--- config.mk ---
export PLATFORM = sky130hd
export DESIGN_NAME = tmp_code_accum
export DESIGN_NICKNAME = d
export VERILOG_FILES = /design/src/rtl/tmp_code_accum.sv
export SDC_FILE = /design/constraint.sdc
export NUM_CORES = 1
export LEC_CHECK = 0
export CAP_MARGIN = 10
export CORE_MARGIN = 4
export CORE_UTILIZATION = 55
export DETAILED_ROUTE_END_ITERATION = 10
export HOLD_SLACK_MARGIN = 0.05
export PLACE_DENSITY = 0.78
export SLEW_MARGIN = 20
export SYNTH_ARGS = -nofsm -noshare
export SYNTH_HDL_FRONTEND = slang
export SYNTH_SLANG_ARGS = --single-unit
--- constraint.sdc ---
create_clock -name clk -period 2.55 [get_ports clk]
set_input_delay 0.6375 -clock clk [delete_from_list [all_inputs] [get_ports clk]]
set_output_delay 0.6375 -clock clk [all_outputs]
set_load 0.01 [all_outputs]
--- src/rtl/tmp_code_accum.sv ---
// tmp_code_accum
//   Turns the temperature-sensor sequencer's charge phases into a 1-bit
//   sigma-delta stream. It counts high-charge events over a window of
//   2^OSR_LOG2 events and offers the count as a temperature code to the
//   readout block.
//
// Ports
//   clk        system clock
//   reset      asynchronous, active-low reset
//   PA/PB/PC   sequencer phases. HCHARGE = PA&PB&~PC, LCHARGE = PA&PC&~PB
//   setupBias  1 = bias calibration: events are ignored and any window in
//              progress is abandoned
//   code       H-event count of the last completed window (0..N)
//   code_vld   code holds a result that has not been consumed yet
//   code_rdy   consumer accepts code when code_vld && code_rdy
//   ovf        sticky flag: a result was overwritten before it was accepted
//   ovf_clr    synchronous clear of ovf. A same-cycle overwrite wins.
//   busy       FSM is in SETTLE or ACCUM
//   state_dbg  raw FSM state, for debug and assertion binding
//
// Handshake: code/code_vld form a valid/ready source. A transfer happens on
// every cycle with code_vld && code_rdy. code_vld falls on the next cycle
// unless a new window completes in that same cycle. code_rdy has no effect
// while code_vld is low. A completing window always loads code, even when the
// previous code was never accepted; that case raises ovf.
module tmp_code_accum #(
  parameter int OSR_LOG2 = 8,
  parameter int DISCARD  = 4
) (
  input  logic              clk,
  input  logic              reset,
  input  logic              PA,
  input  logic              PB,
  input  logic              PC,
  input  logic              setupBias,
  output logic [OSR_LOG2:0] code,
  output logic              code_vld,
  input  logic              code_rdy,
  output logic              ovf,
  input  logic              ovf_clr,
  output logic              busy,
  output logic [1:0]        state_dbg
);

  localparam int CW = OSR_LOG2 + 1;
  localparam int DW = (DISCARD > 0) ? $clog2(DISCARD + 1) : 1;
  // evt_cnt never holds N. The N-th event closes the window and restarts
  // the count in the same cycle.
  localparam logic [CW-1:0] EVT_LAST  = CW'((1 << OSR_LOG2) - 1);
  localparam logic [DW-1:0] DISC_LAST = DW'((DISCARD > 0) ? DISCARD - 1 : 0);

  typedef enum logic [1:0] {
    S_IDLE   = 2'd0,
    S_SETTLE = 2'd1,
    S_ACCUM  = 2'd2
  } state_t;

  state_t state, state_nxt;

  // Event decode. The previous-cycle phase flops reset to 1, so a phase that
  // is already high when reset releases does not count as a rising edge.
  logic hq, lq, hq_q, lq_q, h_evt, l_evt, evt;

  assign hq    = PA & PB & ~PC;
  assign lq    = PA & PC & ~PB;
  assign h_evt = hq & ~hq_q;
  assign l_evt = lq & ~lq_q;
  assign evt   = h_evt | l_evt;

  always_ff @(posedge clk or negedge reset) begin
    if (!reset) begin
      hq_q <= 1'b1;
      lq_q <= 1'b1;
    end else begin
      hq_q <= hq;
      lq_q <= lq;
    end
  end

  logic [DW-1:0] disc_cnt;
  logic [CW-1:0] evt_cnt, h_cnt;
  logic          disc_load, disc_inc, cnt_clear, cnt_inc, win_done;

  always_ff @(posedge clk or negedge reset) begin
    if (!reset) state <= S_IDLE;
    else        state <= state_nxt;
  end

  always_comb begin
    state_nxt = state;
    disc_load = 1'b0;
    disc_inc  = 1'b0;
    cnt_clear = 1'b0;
    cnt_inc   = 1'b0;
    win_done  = 1'b0;
    case (state)
      S_IDLE: begin
        if (!setupBias) begin
          state_nxt = S_SETTLE;
          disc_load = 1'b1;
        end
      end
      S_SETTLE: begin
        if (setupBias) begin
          state_nxt = S_IDLE;
        end else if (DISCARD == 0) begin
          state_nxt = S_ACCUM;
          cnt_clear = 1'b1;
        end else if (evt) begin
          if (disc_cnt == DISC_LAST) begin
            state_nxt = S_ACCUM;
            cnt_clear = 1'b1;
          end else begin
            disc_inc = 1'b1;
          end
        end
      end
      S_ACCUM: begin
        // An abort takes priority over an event arriving in the same cycle.
        if (setupBias) begin
          state_nxt = S_IDLE;
        end else if (evt) begin
          if (evt_cnt == EVT_LAST) win_done = 1'b1;
          else                     cnt_inc  = 1'b1;
        end
      end
      default: state_nxt = S_IDLE;
    endcase
  end

  always_ff @(posedge clk or negedge reset) begin
    if (!reset) begin
      disc_cnt <= '0;
      evt_cnt  <= '0;
      h_cnt    <= '0;
      code     <= '0;
      code_vld <= 1'b0;
      ovf      <= 1'b0;
    end else begin
      if (disc_load)     disc_cnt <= '0;
      else if (disc_inc) disc_cnt <= disc_cnt + DW'(1);

      // Windows run back-to-back. The closing event restarts both counters.
      if (cnt_clear || win_done) begin
        evt_cnt <= '0;
        h_cnt   <= '0;
      end else if (cnt_inc) begin
        evt_cnt <= evt_cnt + CW'(1);
        h_cnt   <= h_cnt + CW'(h_evt);
      end

      if (win_done) begin
        code     <= h_cnt + CW'(h_evt);
        code_vld <= 1'b1;
      end else if (code_vld && code_rdy) begin
        code_vld <= 1'b0;
      end

      if (win_done && code_vld && !code_rdy) ovf <= 1'b1;
      else if (ovf_clr)                      ovf <= 1'b0;
    end
  end

  assign busy      = (state != S_IDLE);
  assign state_dbg = state;

endmodule

; ---- After elaboration in Yosys (flattened, before gate mapping)
; Index checks and enable logic that the tools add are counted.
[word_totals]
regBits = 36
in_bits = 8
word_cells = 77
[op_classes]
addsub = 3
eq_ne = 8
muxes = 34
bitwise_logic = 11
reduce_logical = 12
[ops]
columns = operator, count
row1 = $mux 9, 4
row2 = $mux 1, 22
row3 = $mux 2, 5
row4 = $reduce_bool 2->1, 5
row5 = $add 9x1->9, 1
row6 = $add 9x1->9 const B, 1
row7 = $eq 9x8->1 const B, 1
row8 = $and 1x1->1, 6
row9 = $mux 3, 2
row10 = $ne 3x3->1 const B, 2
row11 = $pmux 2 s3, 1
row12 = $ne 2x2->1 const B, 2
row13 = $not 1->1, 4
row14 = $reduce_and 4->1, 1
row15 = $add 3x1->3 const B, 1
row16 = $eq 3x2->1 const B, 1
row17 = $logic_and 1x1->1, 3
row18 = $eq 2x1->1 const B, 1
row19 = $eq 2x2->1 const B, 1
row20 = $logic_not 2->1, 1
row21 = $logic_not 1->1, 1
row22 = $logic_or 1x1->1, 1
row23 = $or 1x1->1, 1

; ---- Logic depth before layout (Yosys ltp)
; Gate-level depths: netlist of run 1.
[depth]
word_depth = 10
ltp_mapped = 8
depth_no_buf = 8

; ---- Least setup slack after synthesis of run 1
; Ideal clock, no wire load.
[synth_timing]
kind = input port to flip-flop
start = in PC
end = reg code[8]
arrival_ps = 2303
t_required_ps = 2473
setup_slack_ps = 170
cell_stages = 8
n_path_buf = 0
path_cell_list = nand4bb_2 -> inv_2 -> ha_1 -> ha_1 -> nand3_1 -> or3_1 -> xor2_1 -> a21oi_1
[synth_between]
elab_chain_cells = 7
[synth_rtl]
columns = item, line
row1 = start: declaration, 34  ; input logic PC,
row2 = branches (longest 7 deep; another with $add 9x1->9), -
row3 = end signal: assignment, 153  ; code <= h_cnt + CW'(h_evt);
row4 = end: declaration, 36  ; output logic [OSR_LOG2:0] code,
; Several ways; the timed one is not identified.
; A chain may end at the register's enable or synchronous reset.

; ---- Worst setup path in the final report of run 1
[layout_timing]
start = reg evt_cnt[2]
end = reg code[2]
[layout_between]
elab_chain_cells = 5
[layout_rtl]
columns = item, line
row1 = start: declaration, 81  ; logic [CW-1:0] evt_cnt, h_cnt;
row2 = start signal: assignment, 148  ; evt_cnt <= evt_cnt + CW'(1);
row3 = $eq 9x8->1, 123  ; if (evt_cnt == EVT_LAST) win_done = 1'b1;
row4 = $mux 1, 123
row5 = $mux 1, 122  ; end else if (evt) begin
row6 = $mux 1, 120  ; if (setupBias) begin
row7 = $mux 1, 96  ; case (state)
; Every way passes these cells.

==> results of run 1 <==
[routing by layer]
layer | track usage, % | routed length, microns | up-vias | part of all wire (%)
met5 | 0 | 0 | - | 0
met4 | 8.86 | 56 | 0 | 1.3
met3 | 6.58 | 189 | 6 | 4.5
met2 | 39.2 | 2270 | 41 | 54
met1 | 23.9 | 1720 | 768 | 41
li1 | - | - | 767 | -
[sequential cells by signal, indices dropped and copies added (netlist names)]
name,count
lq_q,1
disc_cnt,3
ovf,1
code_vld,1
code,9
h_cnt,9
evt_cnt,9
state_dbg,2
hq_q,1
[stage by stage]
stage / cell area [sq um] / worst slack [ps] / setup TNS, ps / util, %
CTS: 2300 / 201 / 0 / 68.9
global placement: 2250 / -55.3 / -74.7 / 67.5
global route: 2300 / 61.2 / 0 / 68.9
finish: 2300 / 186 / 0 / 68.9
detailed placement: 2250 / -155 / -275 / 67.5
floorplan: 1910 / 170 / 0 / -
[worst max-delay path by stage]
stage	start	end	slack (ps)
2_1_floorplan	PC	code[8]	170
3_3_place_gp	PC	code[8]	-60
3_5_place_dp	PC	code[8]	-160
4_1_cts	state_dbg[0]	busy	200
5_1_grt	evt_cnt[2]	code[5]	60
6_report	evt_cnt[2]	code[2]	190
[cell type report]
| class | instances | area (sq um) |
|---|---|---|
| clock inverters | 1 | 5.00 |
| fillers | 271 | 1040 |
| multi-input cells | 136 | 928 |
| repair buffers | 36 | 323 |
| flip-flops and latches | 36 | 903 |
| clock buffers | 6 | 41.3 |
| inverters | 11 | 41.3 |
| well taps | 46 | 57.6 |
[power by group through the flow]
stage / Clock (W) / Combinational [W] / Sequential [W]
6_report: 0.000281 / 0.000134 / 0.000626
5_1_grt: 0.000321 / 0.000148 / 0.000630
4_1_cts: 0.000294 / 0.000135 / 0.000625
3_5_place_dp: 0 / 0.000134 / 0.000637
3_3_place_gp: 0 / 0.000125 / 0.000633
2_1_floorplan: 0 / 0.0000705 / 0.000632
[cells by family after synthesis]
logic type,synth area share (%)
buf+inv,4.06
fa+ha+maj,3.93
compound gates,19.9
simple gates,20.4
flops,47.3
xor+xnor,3.21
mux,1.18
[cell usage in the layout, fill, tap and decap left out, drive strengths merged, types with 3 or more instances in the layout]
| cell | count |
|---|---|
| a22o | 3 |
| ha | 6 |
| o311ai | 7 |
| inv | 11 |
| clkdlybuf4s50 | 21 |
| nand3 | 14 |
| nand2 | 21 |
| xor2 | 4 |
| a21oi | 13 |
| nand4 | 3 |
| dfrtp | 34 |
| a31oi | 3 |
| or2 | 3 |
| nor2 | 12 |
| xnor2 | 3 |
| clkbuf | 6 |
| o22ai | 4 |
| buf | 15 |
| o21ai | 7 |
[worst register-to-register path: stages (launching register included)]
cell	delay [ps]
dfrtp_1	470
and4_1	310
and4_1	240
ha_1	240
nand3b_1	220
a211oi_4	340
buf_4	250
nor2_1	50
a21oi_1	150
==> results_dict.tcl, run 1 <==
set metrics [dict create \
    outcome "completed" \
    async_flop_share_pct 100 \
    p_int_w 0.000768 \
    slew_viol_final 0 \
    chipHeight_microns 66.9 \
    drv_cap 0 \
    yosysSeqAreaShare_pct 47.3 \
    rrSetupSlack_ps 190 \
    crit_fanout 14 \
    hold_violations 0 \
    reg2reg_to "code[2]" \
    cts-root-buf "clkbuf_4" \
    hp-class "reg2reg" \
    dieArea_sq_um 4480 \
    grt_pass1_vias 1610 \
    cts_hold_buf 0 \
    dpl.cell_count 265 \
    critPathRequiredTime_ps 2800 \
    synth_cell_types 49 \
    crit_path_cell_trace "and4_1 > and4_1 > ha_1 > nand3b_1 > a211oi_4 > buf_4 > nor2_1 > a21oi_1" \
    hold_slack_ps 501 \
    powerDensity_nw_per_um2 452 \
    rr_startpoint "evt_cnt[2]" \
    cts_buffers 5 \
    ant_nets 0 \
    worst_clock_skew_ps 4.06 \
    place_congestion 0.864 \
    drive_gt1_share_pct 15.5 \
    finalNonFillerCells 272 \
    critPathLaunchType "register" \
    grt_usage_pct 21.9 \
    drc 0 \
    ir_worst_vdd_mv 0.486 \
    switchingPower_w 0.000272 \
    clkLatencyLatePin_ps 330 \
    min_to "code[1]" \
    critPathMaxStageDelay_ps 470 \
    netlist_top_cells_area "dfrtp_1, nand2_1, ha_1" \
    yosysWarnings 0 \
    rsz0062_at_grt "false" \
    syn-instance-count 189 \
    diodes 0 \
    cts_htree_levels 2 \
    switching_share_pct 26.1 \
    io_pins 22 \
    avgSynthCellArea_sq_um 10.1 \
    path_depth 8 \
    synthMostInstantiatedCell "dfrtp_1" \
    seq_power_share_pct 60.2 \
    yosys-top-cells-count "dfrtp_1, nand2_1, nand3_1, a21oi_1, nor2_1" \
    start_util_pct 57.2 \
    core-area_sq_um 3340 \
    critPathSlowestCell "dfrtp_1" \
    hpwl_mm 3.20 \
    portBuffers 21 \
    fp.dieW_microns 66.9 \
    cpMostUsedCell "and4_1" \
    p_total_w 0.00104 \
    max_slew_margin_pct 70.1 \
    fmax_mhz 423 \
    synth_top_area_share_pct 44.6 \
    critical_path.top_delay_family "simple AND/OR/NAND/NOR gates" \
    synthFlopType "dfrtp_1" \
    grt-ovfl-total 0 \
    p_leak_nw 1.00 \
    cts_sinks 36 \
    num_rows 21 \
    antenna_found_initial 0 \
    holdPathStages 1 \
    postCtsSetupBuffers 0 \
    area_growth_syn_to_layout_pct 20.4 \
    clk_pin_slew_ps 100 \
    vias_per_cell 5.82 \
    critPathKind "reg2reg" \
    tightest_slew_ps 449 \
    nNetsFinal 240 \
    drt-total-wl_mm 4.24 \
    min_from "code[1]" \
    cts_tree "yes" \
    via_count 1582 \
    post-route-period-util_pct 92.7 \
    synth_edf_count 0 \
    cp.arrival_ps 2610 \
    syn-cell-area_sq_um 1910 \
    dr.pass1.iters 4 \
    grt_start_max_net_pins 37 \
    critPathBufInv 1 \
    cts_buffer_depth 2 \
    setup_viol 0 \
    drtIter0Drc 94 \
    r2r_cells 8 \
    syn_nets 203 \
    cts_resized 0 \
    synth_largest_area_cell "dfrtp_1" \
    synth_seq_cells 36 \
    grt_first_pass_wirelength_mm 7.28 \
    fin_crit_ps 2360 \
    pwr-share-clk_pct 27.0 \
    avgRoutedWirePerCell_microns 15.6 \
    combPwrFrac_pct 12.8 \
    crit_path_end_kind "register" \
]
Note: power is estimated with default switching activity, not from simulation.
==> run 2, diff against run 1 <==
==> constraint.sdc (replaced) <==
create_clock -name clk -period 2.55 [get_ports clk]
set_input_delay 0.6375 -clock clk [delete_from_list [all_inputs] [get_ports clk]]
set_output_delay 0.6375 -clock clk [all_outputs]
set_load 0.05 [all_outputs]
==> run 2 against run 1 <==
  * Combinational power grew 16%
  * Cell count is the same
  * Total power grew 2.0%
  * Via count is the same
  * Global-route usage is the same
  * Clock-buffer cell count is the same
  * Final area is essentially flat
  * Routed wire length is the same
  * Clock skew is essentially flat
  * Critical path type is now reg2out
  * Critical endpoint is now state_dbg[0]
  * Highest routed layer unchanged
==> results_dict.tcl, run 2 (same netlist as run 1, synthesis figures left out) <==
set metrics [dict create \
    hp-class "reg2reg" \
    grt-ovfl-total 0 \
    worst_clock_skew_ps 4.06 \
    cp.arrival_ps 1830 \
    fmax_mhz 405 \
    crit_fanout 13 \
    ir_worst_vdd_mv 0.487 \
    drc 0 \
    setup_viol 0 \
    drt-total-wl_mm 4.24 \
    grt_first_pass_wirelength_mm 7.28 \
    core-area_sq_um 3340 \
    place_area_sq_um 2250 \
    design_area_sq_um 2300 \
    drv_cap 0 \
    antenna_found_initial 0 \
    fp.dieW_microns 66.9 \
    critPathBufInv 1 \
    cts_buffer_depth 2 \
    outcome "completed" \
    critPathLaunchType "register" \
    p_leak_nw 1.01 \
    ant_nets 0 \
    powerDensity_nw_per_um2 462 \
    cts_hold_buf 0 \
    nFillCells 271 \
    cts_tree "yes" \
    post-route-period-util_pct 96.8 \
    via_count 1582 \
    rsz0062_at_grt "false" \
    final_cell_mix "dfrtp_1, nand2_1, clkdlybuf4s50_1, buf_4, nand3_1" \
    fin_crit_ps 2470 \
    vias_per_cell 5.82 \
    clk_pin_slew_ps 100 \
    cts_sinks 36 \
    crit_path_end_kind "output pin" \
    rrSetupSlack_ps 190 \
    max_slew_margin_pct 66.4 \
    io_pins 22 \
    holdPathStages 1 \
    postCtsSetupBuffers 0 \
    rr_startpoint "evt_cnt[2]" \
    min_to "code[1]" \
    area_growth_syn_to_layout_pct 20.4 \
    grt_pass1_vias 1610 \
    tightest_slew_ps 502 \
    critPathKind "reg2out" \
    num_rows 21 \
    critical_path.top_delay_family "buffers and inverters" \
    drive_gt1_share_pct 15.5 \
    cts_htree_levels 2 \
    layout_commonest_cell "dfrtp_1" \
    portBuffers 21 \
    r2r_cells 8 \
    critPathMaxStageDelay_ps 890 \
    dieArea_sq_um 4480 \
    crit_path_cell_trace "clkdlybuf4s50_1" \
    chipHeight_microns 66.9 \
    p_total_w 0.00106 \
    utilization_pct 68.9 \
    slew_viol_final 0 \
    critPathSlowestCell "clkdlybuf4s50_1" \
    nNetsFinal 240 \
    critPathRequiredTime_ps 1910 \
    avgRoutedWirePerCell_microns 15.6 \
    grt_usage_pct 21.9 \
    dr.pass1.iters 4 \
    reg.largest.list "code: 9 flops, evt_cnt: 9 flops, h_cnt: 9 flops" \
    min_from "code[1]" \
    reg2reg_to "code[2]" \
    drtIter0Drc 94 \
    hpwl_mm 3.20 \
    diodes 0 \
    cts-root-buf "clkbuf_4" \
    grt_start_max_net_pins 37 \
    clkLatencyLatePin_ps 330 \
    start_util_pct 57.2 \
    cts_buffers 5 \
    hold_violations 0 \
    place_congestion 0.864 \
]
run 2: per-layer routing:
| layer | part of all wire (%) | up-vias | global-route usage (%) |
|---|---|---|---|
| met2 | 54 | 41 | 39.2 |
| met3 | 4.5 | 6 | 6.58 |
| met1 | 41 | 768 | 23.9 |
| met5 | 0 | - | 0 |
| met4 | 1.3 | 0 | 8.86 |
| li1 | - | 767 | - |
run 2: power by group:
part / leakage, nW / internal, W / switching, W / total, W
Sequential: 0.471 / 0.000602 / 0.0000237 / 0.000626
Clock: 0.0281 / 0.000102 / 0.000179 / 0.000281
Combinational: 0.506 / 0.0000639 / 0.0000908 / 0.000155
Total: 1.01 / 0.000767 / 0.000294 / 0.00106
run 2: per-stage QoR:
step	std cells	hold WS, ps	setup slack (ps)	TNS [ps]
after floorplan	189	342	170	0
after global placement	265	473	-55.3	-74.7
after detailed placement	265	480	-155	-275
after CTS	272	510	80.3	0
after global routing	272	548	1.19	0
final	272	501	82.5	0
run 2: worst max-delay path by stage:
stage                       from           end  slack, ps  cells past startpoint
floorplan                     PC       code[8]        170                      8
global placement              PC       code[8]        -60                      9
detailed placement            PC       code[8]       -160                      9
CTS                 state_dbg[0]  state_dbg[0]         80                      1
global route        state_dbg[0]  state_dbg[0]          1                      1
finish              state_dbg[0]  state_dbg[0]         80                      1
run 2: cell type report:
| type | instances | area, sq um | share of cell area (%) |
|---|---|---|---|
| Multi-Input combinational cell | 136 | 928 | 40.4 |
| Sequential cell | 36 | 903 | 39.3 |
| Timing Repair Buffer | 36 | 322 | 14.0 |
| Tap cell | 46 | 57.6 | 2.50 |
| Clock buffer | 6 | 41.3 | 1.80 |
| Inverter | 11 | 41.3 | 1.80 |
| Clock inverter | 1 | 5.00 | 0.218 |
run 2: repair_timing:
item | 4_1_cts | 5_1_grt
resized for setup | 1 | 0
endpoints found under the hold margin | 0 | 0
setup endpoints to repair | 1 | 0
